===== config.mk =====
export PLATFORM = sky130hd
export DESIGN_NAME = execute_stage_flat
export DESIGN_NICKNAME = d
export VERILOG_FILES = /design/src/rtl/execute_stage_if.sv /design/src/rtl/execute_stage.sv /design/src/flat_wrapper.sv
export SDC_FILE = /design/constraint.sdc
export NUM_CORES = 2
export LEC_CHECK = 0
export ABC_AREA = 1
export CORE_MARGIN = 2
export CORE_UTILIZATION = 55
export DETAILED_ROUTE_END_ITERATION = 10
export PLACE_DENSITY = 0.74
export SLEW_MARGIN = 25
export SYNTH_ARGS = -nofsm -noshare
export SYNTH_HDL_FRONTEND = slang
export SYNTH_SLANG_ARGS = --single-unit

===== constraint.sdc =====
create_clock -name clk -period 30.2 [get_ports clk]
set_input_delay 6.04 -clock clk [delete_from_list [all_inputs] [get_ports clk]]
set_output_delay 6.04 -clock clk [all_outputs]
set_load 0.01 [all_outputs]

===== src/rtl/execute_stage_if.sv =====
// ID/EX inputs, forwarding sources, fetch redirect/stall and the EX/MEM register
// outputs of the execute stage, bundled for the pipeline top level.
interface execute_stage_if;
  logic        RegWriteE, MemWriteE, JumpE, BranchE, JalrE, ALUSrcE, MulDivE;
  logic [1:0]  ResultSrcE;
  logic [3:0]  ALUControlE;
  logic [2:0]  funct3E;
  logic [31:0] rs1E, rs2E, ImmExtE, PCE, inc_PCE;
  logic [4:0]  RdE;
  logic [1:0]  ForwardAE, ForwardBE;
  logic [31:0] ResultW;
  logic        PCSrcE;
  logic [31:0] PCTargetE;
  logic        StallE;
  logic        RegWriteM, MemWriteM;
  logic [1:0]  ResultSrcM;
  logic [31:0] ALUoutM, rs2M, inc_PCM;
  logic [2:0]  funct3M;
  logic [4:0]  RdM;

  modport master (
    output RegWriteE, MemWriteE, JumpE, BranchE, JalrE, ALUSrcE, MulDivE,
           ResultSrcE, ALUControlE, funct3E, rs1E, rs2E, ImmExtE, PCE, inc_PCE,
           RdE, ForwardAE, ForwardBE, ResultW,
    input  PCSrcE, PCTargetE, StallE, RegWriteM, MemWriteM, ResultSrcM,
           ALUoutM, rs2M, inc_PCM, funct3M, RdM
  );

  modport slave (
    input  RegWriteE, MemWriteE, JumpE, BranchE, JalrE, ALUSrcE, MulDivE,
           ResultSrcE, ALUControlE, funct3E, rs1E, rs2E, ImmExtE, PCE, inc_PCE,
           RdE, ForwardAE, ForwardBE, ResultW,
    output PCSrcE, PCTargetE, StallE, RegWriteM, MemWriteM, ResultSrcM,
           ALUoutM, rs2M, inc_PCM, funct3M, RdM
  );
endinterface


===== src/rtl/execute_stage.sv =====
// RV32IM execute stage: forwarding, ALU, branch resolution, single-cycle multiply,
// 32-step restoring divider that stalls the front end, and the EX/MEM register.
module execute_stage (
  input  logic           clk,
  input  logic           rst,
  execute_stage_if.slave ex
);
  localparam int DATA_W = 32;

  typedef enum logic [1:0] {IDLE = 2'd0, DIV = 2'd1, DONE = 2'd2} div_state_t;

  div_state_t state_p0, state_nxt;
  logic [4:0] cnt_p0;
  logic       div_req, div_load, div_step, stall;

  logic signed [DATA_W-1:0] srca, wdata, srcb, alu_res, mul_res, div_res, ex_res;
  logic [DATA_W-1:0] quo_p0, rem_p0, dvs_p0;
  logic              qneg_p0, rneg_p0, remsel_p0;
  logic [DATA_W:0]   rem_sh, rem_diff;
  logic              div_sgn, br_cond;

  logic              regwrite_p1, memwrite_p1;
  logic [1:0]        resultsrc_p1;
  logic [DATA_W-1:0] aluout_p1, rs2_p1, incpc_p1;
  logic [2:0]        funct3_p1;
  logic [4:0]        rd_p1;

  function automatic logic [DATA_W-1:0] fwd(input logic [DATA_W-1:0] reg_v,
                                            input logic [1:0] sel,
                                            input logic [DATA_W-1:0] res_w,
                                            input logic [DATA_W-1:0] alu_m);
    case (sel)
      2'b01:   return res_w;
      2'b10:   return alu_m;
      default: return reg_v;
    endcase
  endfunction

  function automatic logic signed [DATA_W-1:0] alu_op(input logic [3:0] ctl,
                                                      input logic signed [DATA_W-1:0] a,
                                                      input logic signed [DATA_W-1:0] b);
    logic signed [DATA_W-1:0] r;
    r = '0;
    case (ctl)
      4'b0000: r = a + b;
      4'b0001: r = a - b;
      4'b0010: r = a & b;
      4'b0011: r = a | b;
      4'b0100: r = a ^ b;
      4'b0101: r = a << b[4:0];
      4'b0110: r = $signed($unsigned(a) >> b[4:0]);
      4'b0111: r = a >>> b[4:0];
      4'b1000: r = {{(DATA_W-1){1'b0}}, (a < b)};
      4'b1001: r = {{(DATA_W-1){1'b0}}, ($unsigned(a) < $unsigned(b))};
      4'b1010: r = b;
      default: r = '0;
    endcase
    return r;
  endfunction

  // Operands are widened by one bit so one signed multiplier covers all four variants.
  function automatic logic signed [DATA_W-1:0] mul_op(input logic [2:0] f3,
                                                      input logic signed [DATA_W-1:0] a,
                                                      input logic signed [DATA_W-1:0] b);
    logic signed [DATA_W:0]     ma, mb;
    logic signed [2*DATA_W-1:0] prod;
    ma   = {(f3[1:0] != 2'b11) & a[DATA_W-1], a};
    mb   = {~f3[1] & b[DATA_W-1], b};
    prod = 64'(ma) * 64'(mb);
    return (f3[1:0] == 2'b00) ? prod[DATA_W-1:0] : prod[2*DATA_W-1:DATA_W];
  endfunction

  function automatic logic branch_op(input logic [2:0] f3,
                                     input logic signed [DATA_W-1:0] a,
                                     input logic signed [DATA_W-1:0] b);
    case (f3)
      3'b000:  return a == b;
      3'b001:  return a != b;
      3'b100:  return a < b;
      3'b101:  return a >= b;
      3'b110:  return $unsigned(a) < $unsigned(b);
      3'b111:  return $unsigned(a) >= $unsigned(b);
      default: return 1'b0;
    endcase
  endfunction

  always_comb begin
    srca    = fwd(ex.rs1E, ex.ForwardAE, ex.ResultW, aluout_p1);
    wdata   = fwd(ex.rs2E, ex.ForwardBE, ex.ResultW, aluout_p1);
    srcb    = ex.ALUSrcE ? ex.ImmExtE : wdata;
    alu_res = alu_op(ex.ALUControlE, srca, srcb);
    mul_res = mul_op(ex.funct3E, srca, wdata);
    br_cond = branch_op(ex.funct3E, srca, wdata);
    div_res = remsel_p0 ? (rneg_p0 ? -rem_p0 : rem_p0) : (qneg_p0 ? -quo_p0 : quo_p0);
    ex_res  = ex.MulDivE ? (ex.funct3E[2] ? div_res : mul_res) : alu_res;
  end

  assign ex.PCSrcE    = ~stall & (ex.JumpE | (ex.BranchE & br_cond));
  assign ex.PCTargetE = ex.JalrE ? ((srca + ex.ImmExtE) & ~32'd1) : (ex.PCE + ex.ImmExtE);
  assign ex.StallE    = stall;

  // Divider FSM: state register, next state, outputs.
  always_ff @(posedge clk) begin
    if (rst) state_p0 <= IDLE;
    else     state_p0 <= state_nxt;
  end

  always_comb begin
    state_nxt = state_p0;
    case (state_p0)
      IDLE:    if (div_req) state_nxt = DIV;
      DIV:     if (cnt_p0 == 5'd31) state_nxt = DONE;
      DONE:    state_nxt = IDLE;
      default: state_nxt = IDLE;
    endcase
  end

  always_comb begin
    div_req  = ex.MulDivE & ex.funct3E[2];
    div_load = (state_p0 == IDLE) & div_req;
    div_step = (state_p0 == DIV);
    stall    = div_load | div_step;
  end

  always_ff @(posedge clk) begin
    if (rst)           cnt_p0 <= '0;
    else if (div_load) cnt_p0 <= '0;
    else if (div_step) cnt_p0 <= cnt_p0 + 5'd1;
  end

  // Restoring division on magnitudes; signs are reapplied when the result is read.
  always_comb begin
    div_sgn  = ~ex.funct3E[0];
    rem_sh   = {rem_p0, quo_p0[DATA_W-1]};
    rem_diff = rem_sh - {1'b0, dvs_p0};
  end

  always_ff @(posedge clk) begin
    if (div_load) begin
      quo_p0    <= (div_sgn && srca[DATA_W-1])  ? -srca  : srca;
      dvs_p0    <= (div_sgn && wdata[DATA_W-1]) ? -wdata : wdata;
      rem_p0    <= '0;
      qneg_p0   <= div_sgn & (srca[DATA_W-1] ^ wdata[DATA_W-1]) & (wdata != '0);
      rneg_p0   <= div_sgn & srca[DATA_W-1];
      remsel_p0 <= ex.funct3E[1];
    end else if (div_step) begin
      if (!rem_diff[DATA_W]) begin
        rem_p0 <= rem_diff[DATA_W-1:0];
        quo_p0 <= {quo_p0[DATA_W-2:0], 1'b1};
      end else begin
        rem_p0 <= rem_sh[DATA_W-1:0];
        quo_p0 <= {quo_p0[DATA_W-2:0], 1'b0};
      end
    end
  end

  // EX/MEM register boundary.
  always_ff @(posedge clk) begin
    if (rst || stall) begin
      regwrite_p1  <= 1'b0;
      memwrite_p1  <= 1'b0;
      resultsrc_p1 <= '0;
      aluout_p1    <= '0;
      rs2_p1       <= '0;
      incpc_p1     <= '0;
      funct3_p1    <= '0;
      rd_p1        <= '0;
    end else begin
      regwrite_p1  <= ex.RegWriteE;
      memwrite_p1  <= ex.MemWriteE;
      resultsrc_p1 <= ex.ResultSrcE;
      aluout_p1    <= ex_res;
      rs2_p1       <= wdata;
      incpc_p1     <= ex.inc_PCE;
      funct3_p1    <= ex.funct3E;
      rd_p1        <= ex.RdE;
    end
  end

  assign ex.RegWriteM  = regwrite_p1;
  assign ex.MemWriteM  = memwrite_p1;
  assign ex.ResultSrcM = resultsrc_p1;
  assign ex.ALUoutM    = aluout_p1;
  assign ex.rs2M       = rs2_p1;
  assign ex.inc_PCM    = incpc_p1;
  assign ex.funct3M    = funct3_p1;
  assign ex.RdM        = rd_p1;
endmodule


===== src/flat_wrapper.sv =====
// flat-port wrapper written by rule: the top's interface ports become plain ports
module execute_stage_flat 
  (clk, rst, ex_RegWriteE, ex_MemWriteE, ex_JumpE, ex_BranchE, ex_JalrE, ex_ALUSrcE, ex_MulDivE, ex_ResultSrcE, ex_ALUControlE, ex_funct3E, ex_rs1E, ex_rs2E, ex_ImmExtE, ex_PCE, ex_inc_PCE, ex_RdE, ex_ForwardAE, ex_ForwardBE, ex_ResultW, ex_PCSrcE, ex_PCTargetE, ex_StallE, ex_RegWriteM, ex_MemWriteM, ex_ResultSrcM, ex_ALUoutM, ex_rs2M, ex_inc_PCM, ex_funct3M, ex_RdM);
  execute_stage_if ex_i ();
  input  logic clk;
  input  logic rst;
  input wire logic [$bits(ex_i.RegWriteE)-1:0] ex_RegWriteE;
  input wire logic [$bits(ex_i.MemWriteE)-1:0] ex_MemWriteE;
  input wire logic [$bits(ex_i.JumpE)-1:0] ex_JumpE;
  input wire logic [$bits(ex_i.BranchE)-1:0] ex_BranchE;
  input wire logic [$bits(ex_i.JalrE)-1:0] ex_JalrE;
  input wire logic [$bits(ex_i.ALUSrcE)-1:0] ex_ALUSrcE;
  input wire logic [$bits(ex_i.MulDivE)-1:0] ex_MulDivE;
  input wire logic [$bits(ex_i.ResultSrcE)-1:0] ex_ResultSrcE;
  input wire logic [$bits(ex_i.ALUControlE)-1:0] ex_ALUControlE;
  input wire logic [$bits(ex_i.funct3E)-1:0] ex_funct3E;
  input wire logic [$bits(ex_i.rs1E)-1:0] ex_rs1E;
  input wire logic [$bits(ex_i.rs2E)-1:0] ex_rs2E;
  input wire logic [$bits(ex_i.ImmExtE)-1:0] ex_ImmExtE;
  input wire logic [$bits(ex_i.PCE)-1:0] ex_PCE;
  input wire logic [$bits(ex_i.inc_PCE)-1:0] ex_inc_PCE;
  input wire logic [$bits(ex_i.RdE)-1:0] ex_RdE;
  input wire logic [$bits(ex_i.ForwardAE)-1:0] ex_ForwardAE;
  input wire logic [$bits(ex_i.ForwardBE)-1:0] ex_ForwardBE;
  input wire logic [$bits(ex_i.ResultW)-1:0] ex_ResultW;
  output wire logic [$bits(ex_i.PCSrcE)-1:0] ex_PCSrcE;
  output wire logic [$bits(ex_i.PCTargetE)-1:0] ex_PCTargetE;
  output wire logic [$bits(ex_i.StallE)-1:0] ex_StallE;
  output wire logic [$bits(ex_i.RegWriteM)-1:0] ex_RegWriteM;
  output wire logic [$bits(ex_i.MemWriteM)-1:0] ex_MemWriteM;
  output wire logic [$bits(ex_i.ResultSrcM)-1:0] ex_ResultSrcM;
  output wire logic [$bits(ex_i.ALUoutM)-1:0] ex_ALUoutM;
  output wire logic [$bits(ex_i.rs2M)-1:0] ex_rs2M;
  output wire logic [$bits(ex_i.inc_PCM)-1:0] ex_inc_PCM;
  output wire logic [$bits(ex_i.funct3M)-1:0] ex_funct3M;
  output wire logic [$bits(ex_i.RdM)-1:0] ex_RdM;
  assign ex_i.RegWriteE = ex_RegWriteE;
  assign ex_i.MemWriteE = ex_MemWriteE;
  assign ex_i.JumpE = ex_JumpE;
  assign ex_i.BranchE = ex_BranchE;
  assign ex_i.JalrE = ex_JalrE;
  assign ex_i.ALUSrcE = ex_ALUSrcE;
  assign ex_i.MulDivE = ex_MulDivE;
  assign ex_i.ResultSrcE = ex_ResultSrcE;
  assign ex_i.ALUControlE = ex_ALUControlE;
  assign ex_i.funct3E = ex_funct3E;
  assign ex_i.rs1E = ex_rs1E;
  assign ex_i.rs2E = ex_rs2E;
  assign ex_i.ImmExtE = ex_ImmExtE;
  assign ex_i.PCE = ex_PCE;
  assign ex_i.inc_PCE = ex_inc_PCE;
  assign ex_i.RdE = ex_RdE;
  assign ex_i.ForwardAE = ex_ForwardAE;
  assign ex_i.ForwardBE = ex_ForwardBE;
  assign ex_i.ResultW = ex_ResultW;
  assign ex_PCSrcE = ex_i.PCSrcE;
  assign ex_PCTargetE = ex_i.PCTargetE;
  assign ex_StallE = ex_i.StallE;
  assign ex_RegWriteM = ex_i.RegWriteM;
  assign ex_MemWriteM = ex_i.MemWriteM;
  assign ex_ResultSrcM = ex_i.ResultSrcM;
  assign ex_ALUoutM = ex_i.ALUoutM;
  assign ex_rs2M = ex_i.rs2M;
  assign ex_inc_PCM = ex_i.inc_PCM;
  assign ex_funct3M = ex_i.funct3M;
  assign ex_RdM = ex_i.RdM;
  execute_stage u_core (.clk(clk), .rst(rst), .ex(ex_i));
endmodule

---- Word level (Yosys, flattened, before mapping) ----
Cells that the tools add are included.
operators by class
  div/mod/pow operators ................... 0
  muxes and demuxes ....................... 21
  magnitude comparators ................... 6
  shift operators ......................... 3
  eq/ne operators ......................... 26
  bitwise gates (word level) .............. 18
  reduce and logical (&&, ||, !) cells .... 11
  multipliers ............................. 1
  add/subtract/negate cells ............... 10
operators by type and width
  operator            count
  $mux 32             13
  $pmux 32 s11        1
  $lt 32x32->1        4
  $neg 32->32         4
  $pmux 32 s2         2
  $add 32x32->32      3
  $ge 32x32->1        2
  $mul 33x33->64      1
  $sub 33x32->33      1
  $and 32x32->32      1
  $eq 32x32->1        1
  $ne 32x32->1        1
  $or 32x32->32       1
  $reduce_bool 32->1  1
  $shl 32x5->32       1
  $shr 32x5->32       1
  $sshr 32x5->32      1
  $sub 32x32->32      1
  $xor 32x32->32      1
  $eq 4x3->1 const B  4
  $eq 3x3->1 const B  4
  $eq 4x4->1 const B  3
  $and 1x1->1         9
  $eq 4x2->1 const B  2
  23 further kinds    33
word-level totals
  memories kept ........................... 0
  memory bits (writable) .................. 0
  register bits ........................... 214
  latch bits .............................. 0
  memory bits (read-only) ................. 0
  logic and storage cells ................. 112

---- Logic depth before layout (Yosys ltp) ----
  depth in word-level cells ............... 7
  mapped depth ............................ 43
  gate-level depth less buffers ........... 40

---- Worst setup path after synthesis ----
Ideal clock, no wire load.
  kind .................................... input port to output port
  start ................................... in ex_ForwardAE[0]
  end ..................................... out ex_PCTargetE[16]
  data required time ...................... 24.160 ns
  path slack .............................. 14.684 ns
  arrival ................................. 9.476 ns
  cell stages on the path ................. 18
  buffers on the path ..................... 2
  cells stage by stage .................... inv_1 -> ha_1 -> inv_2 -> o21ai_0 -> clkbuf_1 -> clkinv_1 -> clkbuf_1 -> ha_1 -> nand3_1 -> nand2_1 -> a21boi_0 -> o21ai_0 -> a21oi_1 -> o21ai_0 -> a21boi_0 -> o21ai_0 -> a21oi_1 -> a21oi_1
on the way
  cells in the longest elaborated chain, start to end .. 4
ends and longest elaborated chain
  element                                   RTL line             RTL
  start, declared                           flat_wrapper.sv:23   input wire logic [$bits(ex_i.ForwardAE)-1:0] ex_ForwardAE;
  $eq 2x2->1 or $eq 2x1->1 (tied branches)  execute_stage.sv:32  case (sel)
  $pmux 32 s2 (*)                           execute_stage.sv:32
  $add 32x32->32 (*)                        execute_stage.sv:99  assign ex.PCTargetE = ex.JalrE ? ((srca + ex.ImmExtE) & ~32'd1) : (ex.PCE + ex.ImmExtE);
  $mux 32 (*)                               execute_stage.sv:99
  end, declared                             flat_wrapper.sv:27   output wire logic [$bits(ex_i.PCTargetE)-1:0] ex_PCTargetE;
Every way passes the cells marked *; elsewhere a longest branch is shown, timed or not.

---- Worst setup path after layout ----
  start ................................... in ex_ForwardBE[0]
  end ..................................... out ex_PCSrcE
on the way
  cells in the longest elaborated chain, start to end .. 7
ends and longest elaborated chain
  element                                   RTL line             RTL
  start, declared                           flat_wrapper.sv:24   input wire logic [$bits(ex_i.ForwardBE)-1:0] ex_ForwardBE;
  $eq 2x2->1 or $eq 2x1->1 (tied branches)  execute_stage.sv:32
  $pmux 32 s2 (*)                           execute_stage.sv:32
  $ge 32x32->1 (tied with other cells)      execute_stage.sv:82  3'b111: return $unsigned(a) >= $unsigned(b);
  $pmux 1 s6 (*)                            execute_stage.sv:76  case (f3)
  $and 1x1->1 (*)                           execute_stage.sv:98  assign ex.PCSrcE = ~stall & (ex.JumpE | (ex.BranchE & br_cond));
  $or 1x1->1 (*)                            execute_stage.sv:98
  $and 1x1->1 (*)                           execute_stage.sv:98
  end, declared                             flat_wrapper.sv:26   output wire logic [$bits(ex_i.PCSrcE)-1:0] ex_PCSrcE;
Marks and branches as above.

==> summary.txt <==
Clk buf depth: 3
Fin crit share: 61.7%
Post-route setup TNS: 0 ps
GRT Residual Overflow: 0
Syn nets: 11,400
Gate Count Post-Synth: 9,560
Syn Area/Cell: 7.02 sq um
Main synth FF type: dfxtp_1
Number of routed nets with antenna violations: 0
Violations in the final reports: design-rule violations
CTS buffer count: 26
Max Clock Freq: 53.7 MHz
Vias in the first global route: 70,300
Syn. warnings: 0
Max Cap Violations: 0
# IOs: 361
Antenna violations before repair: 22
Core area: 0.121 sq mm
Dpl cell area: 0.0725 sq mm
Layout Nets: 11,500
CTS H-tree depth: 1
Worst EP required: 24,160 ps
Final Hold Fails: 0
Post_cts resized: 0
Worst min-delay path class: register to register
Status: complete, but fails checks
Share of synthesized flip-flops with an asynchronous set or reset: 0%
Largest net degree at the start of global routing: 72
Total wire length: 324 mm
Worst Skew: 42.4 ps
Final Slew Violations: 0
Crit start category: input port
DPL Wire Length: 253 mm
FF-to-FF Start: u_core.ex.ALUoutM[31]$_SDFF_PP0_
Layout cells sized above 1: 3.47%
Final non-filler cell area: 0.0735 sq mm
Remaining DRCs: 1
Clock latency on the worst-skew pair: 600 ps
Hold Worst Slack: 479 ps
Min cycle time layout: 18,630 ps
Drt pass-1 iters: 9
Final Wtd Congestion: 1.12
Row Count: 128
Root buffer cell: clkbuf_16
WS Path Type: input port to output pin
Synth Cell Area: 0.0671 sq mm
Die area: 0.125 sq mm
Hold Path Origin: u_core.cnt_p0[4]$_SDFFE_PP0P_
CP Capture Type: output pin
First DRT Iteration DRCs: 10,200
Clk sink count: 214
Sequential area share after synthesis: 7.38%
Post-synth EDFFs: 67
Hold-fix buffers, CTS: 0
Vias/cell: 6.26
RSZ-0062 raised after global routing: no
I/O Buffers: 360
Hold Path Cell Cnt: 2
Area of the multi-input gates: 0.0538 sq mm
Overall routing resource usage: 51.3%
Die Width: 353 microns
Setup Buffers After CTS: 0
Cell variety after synth: 57
Die Y: 353 microns
Seq cells post-synth: 214
CP Data Arrival Time: 12,590 ps
Register-to-Register Path Depth: 36
Endpoints failing setup: 0
Rel. slew slack: 19.0%
Initial Util: 55.3%
Reg clk slew, reported paths: 60 ps
Area growth syn-to-layout: 9.55%
Worst Tran Pin Value: 1220 ps
Per-cell routed wire length: 28.5 microns
Fin util: 60.6%
First-pass GRT wire length: 468 mm
Crit Path Max Fanout: 60
Vias: 71,200
Area occupied by registers: 0.00495 sq mm
CTS tree: built
Crit path from: ex_ForwardBE[0]
# fillers: 11,500
==> layer usage <==
layer / global-route usage [%] / part of all wire, % / up-vias
met5: 0.0755 / 0.027 / -
met4: 40.4 / 10 / 12
li1: - / - / 29900
met1: 63.3 / 34 / 33700
met3: 18.2 / 15 / 1626
met2: 72.8 / 40 / 5963
==> final timing paths <==
| check | endpoint | slack, ps |
|---|---|---|
| worst max-delay path | ex_PCSrcE | 11570 |
| worst min-delay path | u_core.cnt_p0[4]$_SDFFE_PP0P_ | 480 |
| worst max register to register | u_core.ex.ALUoutM[31]$_SDFF_PP0_ | 19010 |
| worst min register to register | u_core.cnt_p0[4]$_SDFFE_PP0P_ | 480 |
==> per-stage QoR <==
step                      worst slack [ps]  cells
after CTS                            11950  11400
after floorplan                      14680   9560
after detailed placement             11970  11300
final                                11570  11400
after global placement               12040  11300
after global routing                 11460  11400
==> logic make-up (layout without fill, tap and decap cells) <==
group	after synthesis	count (layout)	synth area share [%]
and+or+nand+nor	4128	4128	25.3
buffers and inverters	2237	2402	12.7
adders and majority gates	1606	1606	42.6
AOI/OAI and AO/OA	1262	1262	10.5
DFF	214	214	7.38
xor gates and xnor gates	113	113	1.47
other	0	24	0
==> Yosys cell counts, drive strengths merged, types with 12 or more instances <==
| cell | count | area [sq um] |
|---|---|---|
| a31oi | 28 | 175 |
| xnor2 | 32 | 280 |
| dfxtp | 147 | 2940 |
| o211ai | 31 | 233 |
| o22ai | 46 | 288 |
| o21ai | 508 | 2680 |
| nand3 | 754 | 3780 |
| xor2 | 81 | 709 |
| clkinv | 24 | 90.1 |
| clkbuf | 264 | 991 |
| nor3 | 64 | 320 |
| ha | 476 | 5960 |
| a22o | 14 | 123 |
| a21boi | 16 | 124 |
| o21a | 14 | 105 |
| nand4 | 73 | 484 |
| fa | 1130 | 22600 |
| nand3b | 13 | 97.6 |
| a211oi | 12 | 90.1 |
| a21o | 25 | 188 |
| nor4 | 27 | 169 |
| nor2 | 1017 | 3850 |
| a21oi | 498 | 2490 |
| o21bai | 32 | 240 |
| or2 | 28 | 175 |
| nand2 | 2144 | 8060 |
| inv | 1813 | 6810 |
| buf | 136 | 644 |
| edfxtp | 67 | 2010 |
==> final cells by class <==
cell class	instances	area share, %
tap	1625	2.77
timing repair buffer	517	6.50
inverter	1837	9.38
sequential	214	6.74
antenna	24	0.0817
clock inverter	13	0.235
clock buffer	35	1.09
multi-input combinational	7109	73.2
==> flip-flops by register name, summed over array words and instances, names as in the netlist <==
signal / flops
u_core.dvs_p0: 32
u_core.ex.RdM: 5
u_core.rneg_p0: 1
u_core.cnt_p0: 5
u_core.qneg_p0: 1
u_core.ex.rs2M: 32
u_core.ex.funct3M: 3
u_core.remsel_p0: 1
u_core.ex.inc_PCM: 32
u_core.rem_p0: 32
u_core.ex.MemWriteM: 1
u_core.ex.RegWriteM: 1
u_core.ex.ALUoutM: 32
u_core.state_p0: 2
u_core.quo_p0: 32
u_core.ex.ResultSrcM: 2
==> critical path, cell delays in order <==
cell	delay, ps
clkdlybuf4s50_1	530
inv_1	60
ha_1	360
inv_2	70
buf_4	670
nand2_1	140
o21ai_2	130
buf_4	580
clkinv_1	1040
ha_1	590
a21o_1	180
a211oi_1	260
o21ai_0	150
a21oi_1	320
nand3_1	150
nand3_1	110
nand3_1	70
nand3_1	310
nand2_1	90
a21oi_1	140
clkdlybuf4s50_1	560
==> placed cells by master (no fill, tap or decap), types with 67 or more instances in the layout <==
master / Yosys / layout
o21ai_0: 450 / 437
a21oi_1: 498 / 498
ha_1: 476 / 476
nor2_1: 1007 / 1003
nand2_1: 2138 / 2134
inv_1: 1795 / 1792
clkdlybuf4s50_1: 0 / 360
buf_4: 8 / 157
nand4_1: 70 / 70
fa_1: 1130 / 1130
xor2_1: 81 / 81
edfxtp_1: 67 / 67
dfxtp_1: 147 / 147
nand3_1: 752 / 752
Power is left out: the tool's default activity adds up to more than one toggle a clock period on the data nets, which glitch-free logic cannot reach.
